--- src/rtl/periodic_framer_mc.sv ---
// Periodic framer: after a trigger, skips an offset, then alternates cyclic-prefix gaps
// and fixed-length frames for a programmable (or per-trigger) number of frames.
module periodic_framer_mc #(
   parameter int         WIDTH         = 32,
   parameter int         LEN_WIDTH     = 16,
   parameter int         CNT_WIDTH     = 16,
   parameter logic [7:0] SR_FRAME_LEN  = 8'd16,
   parameter logic [7:0] SR_GAP_LEN    = 8'd17,
   parameter logic [7:0] SR_OFFSET     = 8'd18,
   parameter logic [7:0] SR_MAX_FRAMES = 8'd19,
   parameter logic [7:0] SR_FIRST_GAP  = 8'd20,
   parameter logic [7:0] SR_MODE       = 8'd21
) (
   input  logic                 clk,
   input  logic                 reset,
   input  logic                 clear,
   input  logic                 set_stb,
   input  logic [7:0]           set_addr,
   input  logic [31:0]          set_data,
   input  logic [WIDTH-1:0]     i_tdata,
   input  logic                 i_trigger,
   input  logic [CNT_WIDTH-1:0] i_trig_frames,
   input  logic                 i_tvalid,
   output logic                 i_tready,
   output logic [WIDTH-1:0]     o_tdata,
   output logic                 o_tlast,
   output logic                 o_teob,
   output logic                 o_tvalid,
   input  logic                 o_tready,
   output logic                 o_busy,
   output logic [CNT_WIDTH-1:0] o_frame_idx,
   output logic [15:0]          o_retrig_cnt
);

   typedef enum logic [1:0] {IDLE, OFFSET, GAP, FRAME} state_t;

   localparam logic [LEN_WIDTH-1:0] LEN_ONE = 1;
   localparam logic [CNT_WIDTH-1:0] CNT_ONE = 1;

   state_t state, state_nxt, p_state, start_state;
   logic [LEN_WIDTH-1:0] frame_len_r, gap_len_r, offset_r, first_gap_r;
   logic [CNT_WIDTH-1:0] max_frames_r;
   logic                 keep_gap_r, use_first_r;
   logic [LEN_WIDTH-1:0] sh_frame_last, sh_gap, sh_first_gap, sh_offset;
   logic [CNT_WIDTH-1:0] sh_count;
   logic                 sh_keep, sh_use_first;
   logic [LEN_WIDTH-1:0] cnt, cnt_nxt, p_cnt;
   logic [CNT_WIDTH-1:0] frame_idx, fidx_nxt, p_fidx, fidx_inc;
   logic [LEN_WIDTH-1:0] ld_frame_last, a_frame_last, a_gap, a_first_gap, a_offset, gap_cur, gap_next;
   logic [CNT_WIDTH-1:0] ld_count, a_count;
   logic                 a_use_first, passing, hs, ld;
   logic                 unused_set_data;

   assign unused_set_data = ^set_data;

   always_ff @(posedge clk) begin
      if (reset) begin
         frame_len_r  <= '0;
         gap_len_r    <= '0;
         offset_r     <= '0;
         max_frames_r <= '0;
         first_gap_r  <= '0;
         keep_gap_r   <= 1'b0;
         use_first_r  <= 1'b0;
      end else if (set_stb) begin
         case (set_addr)
            SR_FRAME_LEN:  frame_len_r  <= set_data[LEN_WIDTH-1:0];
            SR_GAP_LEN:    gap_len_r    <= set_data[LEN_WIDTH-1:0];
            SR_OFFSET:     offset_r     <= set_data[LEN_WIDTH-1:0];
            SR_MAX_FRAMES: max_frames_r <= set_data[CNT_WIDTH-1:0];
            SR_FIRST_GAP:  first_gap_r  <= set_data[LEN_WIDTH-1:0];
            SR_MODE:       {use_first_r, keep_gap_r} <= set_data[1:0];
            default: ;
         endcase
      end
   end

   // Stream handshake: a beat moves when valid && ready. While passing, the input is
   // wired straight through (ready from downstream, valid from upstream); while
   // discarding, the input is always ready and nothing is offered downstream.
   assign passing  = (state == FRAME) || (state == GAP && sh_keep);
   assign i_tready = passing ? o_tready : 1'b1;
   assign o_tvalid = passing && i_tvalid;
   assign o_tdata  = i_tdata;
   assign hs       = i_tvalid && i_tready;
   assign o_tlast  = (state == FRAME) && (cnt == sh_frame_last);
   assign o_teob   = o_tlast && (sh_count != '0) && ((frame_idx + CNT_ONE) == sh_count);
   assign o_busy   = (state != IDLE);
   assign o_frame_idx = frame_idx;

   // On the trigger beat the fresh settings are used directly so the trigger sample
   // counts as sample 0 of the first non-skipped phase.
   assign ld            = (state == IDLE) && hs && i_trigger;
   assign ld_frame_last = (frame_len_r == '0) ? '0 : frame_len_r - LEN_ONE;
   assign ld_count      = (i_trig_frames != '0) ? i_trig_frames : max_frames_r;
   assign a_frame_last  = ld ? ld_frame_last : sh_frame_last;
   assign a_gap         = ld ? gap_len_r     : sh_gap;
   assign a_first_gap   = ld ? first_gap_r   : sh_first_gap;
   assign a_offset      = ld ? offset_r      : sh_offset;
   assign a_count       = ld ? ld_count      : sh_count;
   assign a_use_first   = ld ? use_first_r   : sh_use_first;
   assign start_state   = (offset_r != '0) ? OFFSET :
                          (((use_first_r ? first_gap_r : gap_len_r) != '0) ? GAP : FRAME);
   assign p_state  = ld ? start_state : state;
   assign p_cnt    = ld ? '0 : cnt;
   assign p_fidx   = ld ? '0 : frame_idx;
   assign fidx_inc = p_fidx + CNT_ONE;
   assign gap_cur  = (a_use_first && p_fidx == '0) ? a_first_gap : a_gap;
   assign gap_next = (a_use_first && fidx_inc == '0) ? a_first_gap : a_gap;

   always_comb begin
      state_nxt = state;
      cnt_nxt   = cnt;
      fidx_nxt  = frame_idx;
      if (hs && (ld || state != IDLE)) begin
         state_nxt = p_state;
         cnt_nxt   = p_cnt + LEN_ONE;
         fidx_nxt  = p_fidx;
         case (p_state)
            OFFSET: if (p_cnt == a_offset - LEN_ONE) begin
               cnt_nxt   = '0;
               state_nxt = (gap_cur != '0) ? GAP : FRAME;
            end
            GAP: if (p_cnt == gap_cur - LEN_ONE) begin
               cnt_nxt   = '0;
               state_nxt = FRAME;
            end
            FRAME: if (p_cnt == a_frame_last) begin
               cnt_nxt  = '0;
               fidx_nxt = fidx_inc;
               if (a_count != '0 && fidx_inc == a_count) state_nxt = IDLE;
               else state_nxt = (gap_next != '0) ? GAP : FRAME;
            end
            default: ;
         endcase
      end
   end

   always_ff @(posedge clk) begin
      if (reset) begin
         state         <= IDLE;
         cnt           <= '0;
         frame_idx     <= '0;
         sh_frame_last <= '0;
         sh_gap        <= '0;
         sh_first_gap  <= '0;
         sh_offset     <= '0;
         sh_count      <= '0;
         sh_keep       <= 1'b0;
         sh_use_first  <= 1'b0;
      end else if (clear) begin
         state <= IDLE;
         cnt   <= '0;
      end else begin
         state     <= state_nxt;
         cnt       <= cnt_nxt;
         frame_idx <= fidx_nxt;
         if (ld) begin
            sh_frame_last <= ld_frame_last;
            sh_gap        <= gap_len_r;
            sh_first_gap  <= first_gap_r;
            sh_offset     <= offset_r;
            sh_count      <= ld_count;
            sh_keep       <= keep_gap_r;
            sh_use_first  <= use_first_r;
         end
      end
   end

   always_ff @(posedge clk) begin
      if (reset) o_retrig_cnt <= '0;
      else if (state != IDLE && hs && i_trigger && o_retrig_cnt != 16'hFFFF)
         o_retrig_cnt <= o_retrig_cnt + 16'd1;
   end

endmodule

--- config.mk ---
export PLATFORM = sky130hd
export DESIGN_NAME = periodic_framer_mc
export DESIGN_NICKNAME = d
export VERILOG_FILES = /design/src/rtl/periodic_framer_mc.sv
export SDC_FILE = /design/constraint.sdc
export NUM_CORES = 1
export LEC_CHECK = 0
export CAP_MARGIN = 10
export CORE_ASPECT_RATIO = 1.4
export CORE_MARGIN = 5
export CORE_UTILIZATION = 58
export CTS_BUF_LIST = sky130_fd_sc_hd__clkbuf_8
export DETAILED_ROUTE_END_ITERATION = 8
export HOLD_SLACK_MARGIN = 0.03
export MAX_ROUTING_LAYER = met4
export PLACE_DENSITY = 0.8
export SYNTH_ARGS = -nofsm -noshare
export SYNTH_HDL_FRONTEND = slang
export SYNTH_SLANG_ARGS = --single-unit
--- constraint.sdc ---
create_clock -name clk -period 9.2 [get_ports clk]
set_input_delay 1.84 -clock clk [delete_from_list [all_inputs] [get_ports clk]]
set_output_delay 1.84 -clock clk [all_outputs]
set_load 0.1 [all_outputs]
==> load_flow_metrics.sql <==
INSERT INTO impl_metrics (metric_group, metric, value, unit) VALUES
('timing', 'whs', '0.452', 'ns'),
('global_routing', 'grt_util_all_layers', '0.328', ''),
('clock_tree', 'clk_transition_reported_paths', '0.07', 'ns'),
('route', 'antenna_left', '0', ''),
('clock_tree', 'clock_tree.buffer_depth', '3', ''),
('worst_setup_path', 'crit_path_cell_trace', 'clkdlybuf4s50_1 > nand4bb_4 > nand2_1 > ha_1 > nor4b_2 > nand4_2 > and2_1 > a222oi_1 > ha_1 > nor3b_1 > xnor2_1 > mux2i_1 > a21oi_1 > a22o_1 > a32oi_1 > o2111ai_1 > nor4_2 > o2111ai_4 > a41oi_1 > a31oi_1', ''),
('synthesis', 'synthArstFlopShare', '0', ''),
('synthesis', 'cell_type_contributing_the_most_total_cell_area_after_synthesis', 'sky130_fd_sc_hd__dfxtp_1', ''),
('worst_setup_path', 'cp_slowest_stage_delay', '0.85', 'ns'),
('worst_setup_path', 'crit_slowest_cell', 'sky130_fd_sc_hd__a222oi_1', ''),
('worst_setup_path', 'crit_path_frequent_cell', 'sky130_fd_sc_hd__ha_1', ''),
('synthesis', 'synth_commonest_cells', 'sky130_fd_sc_hd__nand2_1, sky130_fd_sc_hd__dfxtp_1, sky130_fd_sc_hd__nor2_1, sky130_fd_sc_hd__a21oi_1, sky130_fd_sc_hd__clkbuf_1', ''),
('synthesis', 'synth_nets', '1812', ''),
('floorplanning', 'initial_core_util', '0.582', ''),
('cells_and_area', 'insertedDiodeCount', '0', ''),
('synthesis', 'synth.lib_cells_used.distinct', '76', ''),
('cells_and_area', 'layout-drive-gt1-share', '0.0581', ''),
('route', 'initial_detailed_routing_violation_count', '1118', ''),
('timing', 'timing.fmax', '133', 'MHz'),
('synthesis', 'synth.top_cells.by_area', 'sky130_fd_sc_hd__dfxtp_1, sky130_fd_sc_hd__nand2_1, sky130_fd_sc_hd__mux2i_1', ''),
('clock_tree', 'postCtsSetupBuffers', '0', ''),
('global_routing', 'grt_first_pass_wirelength', '65300', 'um'),
('synthesis', 'yosys_synthesis_warning_count', '0', ''),
('route', 'via_per_inst', '6.34', ''),
('worst_setup_path', 'critical_path.n_buffers_inverters', '1', ''),
('place', 'place_ws', '1.24', 'ns'),
('floorplanning', 'rows', '65', ''),
('timing', 'finalHoldViolations', '0', ''),
('place', 'detailed_place_hpwl', '30000', 'um'),
('pwr', 'irDropWorstVdd', '159', 'uV'),
('timing', 'final_min_period_over_clock_period', '0.820', ''),
('synthesis', 'synthFlopType', 'sky130_fd_sc_hd__dfxtp_1', ''),
('route', 'wirelength', '42100', 'um'),
('timing', 'timing.clock.skew', '0.0217', 'ns'),
('worst_setup_path', 'path_max_fanout', '27', ''),
('timing', 'fin_crit', '7.54', 'ns'),
('run', 'max_cap_violations', '0', ''),
('synthesis', 'synth.cell_area', '0.0130', 'mm2'),
('place', 'finalWeightedCongestion', '1.01', ''),
('worst_setup_path', 'worstSetupEndpointType', 'flop', ''),
('run_status', 'outcome', 'finished clean', ''),
('min_path', 'hold_path_class', 'flop to flop', ''),
('timing', 'fin_ws', '1.66', 'ns'),
('place', 'placement_cell_area', '0.0137', 'mm2'),
('global_routing', 'grt_pass1_vias', '12004', ''),
('synthesis', 'post-synth-top-count-cell', 'sky130_fd_sc_hd__nand2_1', ''),
('timing', 'tightestPinTransition', '1.21', 'ns'),
('clock_tree', 'post_cts_resized', '0', ''),
('floorplanning', 'die_h', '187', 'um'),
('clock_tree', 'ctsHoldBuffers', '0', ''),
('pwr', 'power_density', '137', 'mW/mm2'),
('floorplanning', 'design.die.area', '0.0256', 'mm2'),
('clock_tree', 'cts_tree', 'done', ''),
('timing', 'timing.final.setup_violations', '0', ''),
('global_routing', 'antenna_found_initial', '0', ''),
('route', 'route.vias.total', '12815', ''),
('route', 'drt_pass1_iterations', '6', ''),
('global_routing', 'largest_net_degree_at_the_start_of_global_routing', '100', ''),
('synthesis', 'ys_ff_latch', '214', ''),
('place', 'portBuffers', '83', ''),
('worst_setup_path', 'kind_of_cell_with_the_highest_combined_delay_on_the_critical_path', 'compound AO/OA/AOI/OAI gates', ''),
('cells_and_area', 'final-instance-count-excl-fill', '2022', ''),
('timing', 'setup_tns', '0', 'ns'),
('synthesis', 'synth_enable_flop_cells', '0', ''),
('route', 'post_drt_wl_per_cell', '20.8', 'um'),
('clock_tree', 'sinks_on_clock_net', '214', ''),
('pwr', 'power_leakage', '5.36', 'nW'),
('timing', 'max-slew-margin-rel', '0.195', ''),
('floorplanning', 'coreArea', '0.0224', 'mm2'),
('clock_tree', 'cts-htree-levels', '2', ''),
('place', 'dp.cells', '1960', '');
-- final cells by class --
cell class,instances,area [um2]
multi-input cells,1331,8010
fillers,1995,7960
flip-flops and latches,214,4280
repair buffers,96,930
clock buffers,45,619
well taps,301,377
clock inverters,17,115
inverters,18,67.6
-- report_power, final --
| group | switching, mW | total (mW) | internal (mW) |
|---|---|---|---|
| Sequential | 0.00646 | 0.938 | 0.931 |
| Combinational | 0.111 | 0.170 | 0.0585 |
| Clock | 0.394 | 0.865 | 0.471 |
-- kinds of logic (layout without fill, tap and decap cells) --
logic type / after synthesis / count (layout) / synth area share
adder cells (fa/ha/maj): 9 / 9 / 0.00865
flip-flops: 214 / 214 / 0.329
AO/OA/AOI/OAI: 342 / 342 / 0.166
multiplexers: 88 / 88 / 0.0684
buffers and inverters: 163 / 176 / 0.0591
XOR/XNOR: 123 / 123 / 0.0827
AND/OR/NAND/NOR: 769 / 769 / 0.286
-- registers in the layout, summed over array words and instances (netlist names) --
| register | cells |
|---|---|
| sh_first_gap | 16 |
| sh_count | 16 |
| sh_use_first | 1 |
| sh_offset | 16 |
| gap_len_r | 16 |
| keep_gap_r | 1 |
| o_retrig_cnt | 16 |
| sh_gap | 16 |
| frame_len_r | 16 |
| sh_frame_last | 16 |
| cnt | 16 |
| use_first_r | 1 |
| o_frame_idx | 16 |
| state | 2 |
| max_frames_r | 16 |
| first_gap_r | 16 |
| sh_keep | 1 |
| offset_r | 16 |
-- placed cells by master (no fill, tap or decap), types with 9 or more instances in the layout --
master / n
sky130_fd_sc_hd__a211oi_1: 14
sky130_fd_sc_hd__a21oi_1: 130
sky130_fd_sc_hd__a22oi_1: 15
sky130_fd_sc_hd__a31oi_1: 26
sky130_fd_sc_hd__and2_1: 16
sky130_fd_sc_hd__and3_1: 20
sky130_fd_sc_hd__buf_4: 13
sky130_fd_sc_hd__clkbuf_8: 45
sky130_fd_sc_hd__clkdlybuf4s50_1: 82
sky130_fd_sc_hd__dfxtp_1: 214
sky130_fd_sc_hd__ha_1: 9
sky130_fd_sc_hd__inv_1: 28
sky130_fd_sc_hd__mux2i_1: 80
sky130_fd_sc_hd__nand2_1: 248
sky130_fd_sc_hd__nand2b_1: 10
sky130_fd_sc_hd__nand3_1: 51
sky130_fd_sc_hd__nand4_1: 34
sky130_fd_sc_hd__nor2_1: 202
sky130_fd_sc_hd__nor3_1: 65
sky130_fd_sc_hd__nor4_1: 33
sky130_fd_sc_hd__o21ai_0: 64
sky130_fd_sc_hd__or3_1: 15
sky130_fd_sc_hd__or4_1: 12
sky130_fd_sc_hd__xnor2_1: 68
sky130_fd_sc_hd__xor2_1: 55
-- path summary, 6_finish.rpt --
check / startpoint / to / slack (ns)
hold reg to reg: keep_gap_r$_SDFFE_PP0P_ / sh_keep$_SDFFE_PP0P_ / 0.45
setup reg to reg: state[0]$_SDFFE_PP0P_ / cnt[12]$_SDFFE_PP0P_ / 2.91
setup / recovery: i_tvalid / cnt[12]$_SDFFE_PP0P_ / 1.66
hold / removal: keep_gap_r$_SDFFE_PP0P_ / sh_keep$_SDFFE_PP0P_ / 0.45
-- worst reg2reg max path, stage by stage (launching register included) --
cell	delay, ns
sky130_fd_sc_hd__dfxtp_1	0.45
sky130_fd_sc_hd__nand4bb_4	0.35
sky130_fd_sc_hd__nand2_1	0.13
sky130_fd_sc_hd__ha_1	0.38
sky130_fd_sc_hd__nor4b_2	0.36
sky130_fd_sc_hd__nand4_2	0.24
sky130_fd_sc_hd__and2_1	0.33
sky130_fd_sc_hd__a222oi_1	0.85
sky130_fd_sc_hd__ha_1	0.60
sky130_fd_sc_hd__nor3b_1	0.29
sky130_fd_sc_hd__xnor2_1	0.11
sky130_fd_sc_hd__mux2i_1	0.25
sky130_fd_sc_hd__a21oi_1	0.07
sky130_fd_sc_hd__a22o_1	0.18
sky130_fd_sc_hd__a32oi_1	0.18
sky130_fd_sc_hd__o2111ai_1	0.18
sky130_fd_sc_hd__nor4_2	0.33
sky130_fd_sc_hd__o2111ai_4	0.46
sky130_fd_sc_hd__a41oi_1	0.34
sky130_fd_sc_hd__a31oi_1	0.06
-- routing by layer --
metal | vias to the layer above | GRT usage | share of wire
li1 | 6037 | - | -
met1 | 5982 | 0.389 | 0.39
met2 | 636 | 0.532 | 0.48
met3 | 160 | 0.0495 | 0.076
met4 | 0 | 0.172 | 0.057
met5 | - | - | 0
-- through the flow --
step	total power, mW	util
floorplan	1.12	-
global placement	1.12	0.611
detailed placement	1.12	0.611
CTS	1.98	0.644
global route	2.04	0.644
finish	1.97	0.644
No activity file was read; power rests on OpenSTA's default activity.
